## config.mk

```make
export PLATFORM = sky130hd
export DESIGN_NAME = apb_master_bridge
export DESIGN_NICKNAME = d
export VERILOG_FILES = /design/src/rtl/ecc_apb_pkg.sv /design/src/rtl/apb_timeout_counter.sv /design/src/rtl/apb_master_bridge.sv
export SDC_FILE = /design/constraint.sdc
export NUM_CORES = 1
export LEC_CHECK = 0
export CAP_MARGIN = 0
export CORE_MARGIN = 1.5
export CORE_UTILIZATION = 25
export DETAILED_ROUTE_END_ITERATION = 10
export SLEW_MARGIN = 25
export SYNTH_ARGS = -nofsm -noshare
export SYNTH_HDL_FRONTEND = slang
export SYNTH_SLANG_ARGS = --single-unit
```

## constraint.sdc

```tcl
create_clock -name clk -period 5 [get_ports clk]
set_clock_uncertainty 0.15 [all_clocks]
set_input_delay 1 -clock clk [delete_from_list [all_inputs] [get_ports clk]]
set_output_delay 1 -clock clk [all_outputs]
set_load 0.01 [all_outputs]
```

## src/rtl/ecc_apb_pkg.sv

```systemverilog
// ecc_apb_pkg: bridge FSM encodings and ECC register bank offsets shared with the bank
package ecc_apb_pkg;
   typedef logic [1:0] state_t;
   localparam state_t ST_IDLE   = 2'd0;
   localparam state_t ST_SETUP  = 2'd1;
   localparam state_t ST_ACCESS = 2'd2;
   localparam logic [1:0] CTRL           = 2'd0;
   localparam logic [1:0] DATA_IN        = 2'd1;
   localparam logic [1:0] CODEWORD_WIDTH = 2'd2;
   localparam logic [1:0] NOISE          = 2'd3;
endpackage

```

## src/rtl/apb_timeout_counter.sv

```systemverilog
// apb_timeout_counter: counts stalled ACCESS cycles and flags the edge on which the limit is reached
module apb_timeout_counter #(
   parameter int LIMIT = 16
) (
   input  logic clk,
   input  logic rst,
   input  logic clr,
   input  logic en,
   output logic expired
);
   localparam int W = $clog2(LIMIT + 1);
   logic [W-1:0] cnt;
   // clear on entry to ACCESS, then count every cycle the slave holds PREADY low
   always_ff @(posedge clk or negedge rst)
      if (!rst) cnt <= '0;
      else if (clr) cnt <= '0;
      else if (en) cnt <= cnt + 1'b1;
   assign expired = en && cnt == W'(LIMIT - 1);
endmodule

```

## src/rtl/apb_master_bridge.sv

```systemverilog
// apb_master_bridge: valid/ready host command to APB SETUP/ACCESS transfer; APB_TIMEOUT_EN adds an ACCESS watchdog
module apb_master_bridge
   import ecc_apb_pkg::*;
#(
   parameter int AMBA_WORD       = 32,
   parameter int AMBA_ADDR_WIDTH = 2,
   parameter int TIMEOUT_CYCLES  = 16
) (
   input  logic                       clk,
   input  logic                       rst,
   input  logic                       cmd_valid,
   output logic                       cmd_ready,
   input  logic                       cmd_write,
   input  logic [AMBA_ADDR_WIDTH-1:0] cmd_addr,
   input  logic [AMBA_WORD-1:0]       cmd_wdata,
   output logic                       rsp_valid,
   output logic [AMBA_WORD-1:0]       rsp_rdata,
   output logic                       rsp_err,
   output logic                       PSEL,
   output logic                       PENABLE,
   output logic                       PWRITE,
   output logic [AMBA_ADDR_WIDTH-1:0] PADDR,
   output logic [AMBA_WORD-1:0]       PWDATA,
   input  logic [AMBA_WORD-1:0]       PRDATA,
   input  logic                       PREADY,
   input  logic                       PSLVERR
);
   state_t state;
   logic   to_exp;
   assign cmd_ready = state == ST_IDLE;
`ifdef APB_TIMEOUT_EN
   apb_timeout_counter #(.LIMIT(TIMEOUT_CYCLES)) u_timeout (
      .clk     (clk),
      .rst     (rst),
      .clr     (state == ST_SETUP),
      .en      (state == ST_ACCESS && !PREADY),
      .expired (to_exp)
   );
`else
   assign to_exp = 1'b0;
`endif
   // transfer sequencer; every APB and response output is a register
   always_ff @(posedge clk or negedge rst)
      if (!rst) begin
         state     <= ST_IDLE;
         PSEL      <= 1'b0;
         PENABLE   <= 1'b0;
         PWRITE    <= 1'b0;
         PADDR     <= '0;
         PWDATA    <= '0;
         rsp_valid <= 1'b0;
         rsp_rdata <= '0;
         rsp_err   <= 1'b0;
      end else begin
         rsp_valid <= 1'b0;
         case (state)
            ST_IDLE:
               if (cmd_valid) begin
                  PADDR  <= cmd_addr;
                  PWRITE <= cmd_write;
                  if (cmd_write) PWDATA <= cmd_wdata;
                  PSEL   <= 1'b1;
                  state  <= ST_SETUP;
               end
            ST_SETUP: begin
               PENABLE <= 1'b1;
               state   <= ST_ACCESS;
            end
            ST_ACCESS:
               if (PREADY) begin
                  PSEL      <= 1'b0;
                  PENABLE   <= 1'b0;
                  rsp_valid <= 1'b1;
                  rsp_err   <= PSLVERR;
                  if (!PWRITE) rsp_rdata <= PRDATA;
                  state     <= ST_IDLE;
               end else if (to_exp) begin
                  PSEL      <= 1'b0;
                  PENABLE   <= 1'b0;
                  rsp_valid <= 1'b1;
                  rsp_err   <= 1'b1;
                  rsp_rdata <= '0;
                  state     <= ST_IDLE;
               end
            default: state <= ST_IDLE;
         endcase
      end
endmodule

```

# Yosys cells after proc, flatten, opt, wreduce, memory -nomap -nowiden
# Index checks and enable logic that the tools add are counted.
# Widths: inputs -> output; s select.
# totals
ff_bits	73
latch_bits	0
ramBits	0
romBits	0
inputBits	72
out_inout_bits	72
word_cells	33
mem_count	0
# op_classes
add_sub_neg	0
multipliers	0
n_div	0
magnitude_cmp	0
n_eq_ne	4
n_shift	0
n_mux	9
bitwise	1
reduce_logical	10
# op_table
op	count
$reduce_and 3->1	3
$reduce_and 2->1	4
$pmux 2 s3	1
$mux 1	4
$mux 2	2
$ne 2x2->1 const B	2
$pmux 1 s2	2
$reduce_bool 2->1	2
$eq 2x1->1 const B	1
$eq 2x2->1 const B	1
$logic_not 2->1	1
$not 1->1	1

# Depth between registers and ports, before layout
# depth
depth_word	3
ltp_mapped	5
ltp_nobuf	3

# Worst setup path before layout
# No wires, ideal clock.
# synth_timing
path_kind	input to register
from	input port PREADY
to	register rsp_rdata[10]
setup_ns	0.125
arrival_time_ns	1.803
t_required_ns	4.725
slack_ns	2.922
cell_stages	4
cell_sequence	nand3b_1 nor2_4 buf_6 mux2_2
# synth_between
elab_chain_len	1
# synth_lines
element	line	source
start, declared	apb_master_bridge.sv:25	input logic PREADY,
$reduce_and 3->1 (no source line)	--	
end signal, assigned	apb_master_bridge.sv:52	rsp_rdata <= '0;
end signal, assigned	apb_master_bridge.sv:75	if (!PWRITE) rsp_rdata <= PRDATA;
end signal, assigned	apb_master_bridge.sv:82	rsp_rdata <= '0;
end, declared	apb_master_bridge.sv:17	output logic [AMBA_WORD-1:0] rsp_rdata,
# Every way passes these cells.
# A chain may end at the register's enable or synchronous reset.

# Worst setup path after layout
# layout_timing
from	input port PREADY
to	register rsp_rdata[27]
# Same word-level chain as after synthesis.

==> results.json <==
{
  "cp-start-kind": "input pin",
  "ys_warn_count": 0,
  "synth_common_cells": "dfrtp_1, mux2_2, mux2_4",
  "hold_buffers": 0,
  "rsz0062_at_grt": "false",
  "synthSimpleGateAreaFrac_pct": 1.682,
  "rows": 39,
  "place_hpwl_um": 4445,
  "viasPerCell": 4.072,
  "fillerInstances": 1059,
  "max_freq_mhz": 359.2,
  "synth-seq-cells": 73,
  "postCtsSetupBuffers": 0,
  "clock_path_buffers": 2,
  "cp_data_required_time_ns": 5.06,
  "multi_input_area_sq_um": 949.7,
  "tritoncts": "built",
  "grt_pass1_vias": 2000,
  "ys_types": 16,
  "die_w_um": 110.7,
  "start_util_pct": 25.51,
  "cts-buffers-inserted": 9,
  "p_leak_nw": 2.010,
  "clk_pin_slew_ns": 0.06,
  "syn_inst": 166,
  "dieHeight_um": 110.7,
  "synth_top_flop_cell": "dfrtp_1",
  "hold_start": "rsp_rdata[13]",
  "maxSlewHeadroom_pct": 38.63,
  "holdCritPathClass": "reg -> reg",
  "vias": 1873,
  "yosysMostFrequentCell": "dfrtp_1",
  "synthMuxAreaShare_pct": 29.77,
  "worstHoldEndpoint": "rsp_rdata[13]",
  "setup_ws_ns": 2.216,
  "min_period_ns": 2.784,
  "crit_path_end_kind": "flip-flop",
  "synth_top_family_by_area": "multiplexers",
  "cts_max_level": 3,
  "reg2reg_to": "rsp_rdata[27]",
  "synth_nets": 238,
  "dp_slack_ns": 1.812,
  "powerDensity_nw_per_um2": 648.0,
  "synth-async-reset-ratio_pct": 100.0,
  "setup_viol": 0,
  "fin_crit_sh_pct": 55.68,
  "grt_remaining_overflow": 0,
  "synth_top_area_cell": "dfrtp_1",
  "dr.pass1.iters": 3,
  "r2r_slack_ns": 2.89,
  "drtAntennaViolNets": 0,
  "worstMarginPinSlew_ns": 0.9184,
  "io_pins": 144,
  "grt_max_degree": 74,
  "drc": 0,
  "vdd_drop_max_mv": 0.2830,
  "netlist_area_sq_um": 2900,
  "synth-seq-area-share_pct": 62.99,
  "tns_ns": 0,
  "drv_cap": 0,
  "hold_viol_final": 0,
  "synth.area.top_cells": "dfrtp_1, mux2_4, mux2_2",
  "nets": 385,
  "grt_pass1_wl_um": 10520,
  "area_growth_pct": 63.76,
  "finalWirelength_um": 6472,
  "ctsResizeCount": 0,
  "cp.arrival_ns": 2.84,
  "hold_depth": 1,
  "synth_compound_area_share_pct": 1.294,
  "synth_top_area_share_pct": 62.99,
  "synth_edf_count": 0,
  "path_max_fanout": 32,
  "seq_area_sq_um": 1827,
  "clock-root-buffer": "clkbuf_16",
  "n_antenna_cell": 0,
  "gp_congestion": 0.6674,
  "worstRegToRegCells": 3,
  "grt_usage_pct": 11.09,
  "final_layout_size_suffix_gt1_share_pct": 26.50,
  "die-area_sq_um": 12260,
  "worst_skew_pair.late_latency_ns": 0.32,
  "synth_area_per_cell_sq_um": 17.47,
  "finalMaxSlewViolations": 0,
  "antenna_found_initial": 0,
  "critPathKind": "in -> reg",
  "outcome": "finished, final reports clean",
  "io_buffers": 143,
  "drt_iter0_drc": 56,
  "wire_per_inst_um": 14.07,
  "core_sq_um": 11370,
  "synthAdderAreaFrac_pct": 0,
  "clock_sinks": 73,
  "fin_util_pct": 41.77,
  "synth_xor_xnor_area_share_pct": 0,
  "worstReg2RegStart": "state[0]"
}
-- state kept, by name (all words and copies together) (netlist names) --
register and count:
state 2, PADDR 2, PSEL 1, PWDATA 32
PWRITE 1, rsp_rdata 32, rsp_err 1, rsp_valid 1
PENABLE 1
-- where the power goes --
part	internal, mW	total, mW	switching [mW]
sequential	0.890	1.06	0.172
clock	0.498	0.735	0.238
combinational	0.859	1.28	0.422
-- cells in the final DEF, fill, tap and decap left out --
cell type and instances:
a21o_1 1, a21oi_1 3, and3_4 1, buf_6 1, bufinv_16 3, clkbuf_16 9, clkbuf_8 1, clkdlybuf4s50_1 142
clkinv_2 1, clkinv_4 1, dfrtp_1 73, inv_1 5, mux2_1 2, mux2_2 36, mux2_4 29, nand2_1 2
nand3_1 1, nand3b_1 1, nor2_2 1, nor2_4 1, o21ai_0 3
-- logic make-up after synthesis --
group / Yosys count
buffers and inverters: 12
flip-flops: 73
AND/OR/NAND/NOR: 7
AO/OA/AOI/OAI: 7
multiplexers: 67
-- worst max-delay path by stage --
| stage | from | endpoint | depth (start not counted) | slack (ns) |
|---|---|---|---|---|
| finish | PREADY | rsp_rdata[27] | 4 | 2.22 |
| global route | PREADY | rsp_rdata[21] | 4 | 2.08 |
| CTS | PREADY | rsp_rdata[11] | 4 | 2.16 |
| detailed placement | PREADY | rsp_rdata[11] | 4 | 1.81 |
| global placement | PREADY | rsp_rdata[9] | 4 | 1.86 |
| floorplan | PREADY | rsp_rdata[10] | 4 | 2.92 |
-- final cells by class --
cell class / count / area share (%)
Clock inverter: 5 / 2.187
Timing Repair Buffer: 143 / 30.16
Sequential cell: 73 / 38.46
Multi-Input combinational cell: 81 / 19.99
Tap cell: 143 / 3.767
Inverter: 5 / 0.3952
Clock buffer: 10 / 5.032
-- metal layers --
metal	track usage [%]	vias up	share of wire, %	routed length, um
met1	14.13	927	44	2870
met3	4.811	7	7.2	466
met5	0	-	0	0
li1	-	866	-	-
met2	16.58	73	47	3039
met4	4.359	0	1.5	95
-- through the flow --
step | cells | cell area [sq um] | hold slack [ns] | power, mW
finish | 460 | 4750 | 0.3372 | 3.078
global route | 460 | 4750 | 0.3571 | 3.250
CTS | 460 | 4746 | 0.3415 | 3.128
detailed placement | 445 | 4403 | 0.3284 | 2.364
global placement | 445 | 4403 | 0.3203 | 2.352
floorplan | 166 | 2900 | 0.3765 | 1.649
-- worst max-delay path, cell delays in order --
cell,delay [ns]
clkdlybuf4s50_1,0.50
nand3b_1,0.17
nor2_4,0.74
mux2_2,0.42
No activity file was read; power rests on OpenSTA's default activity.
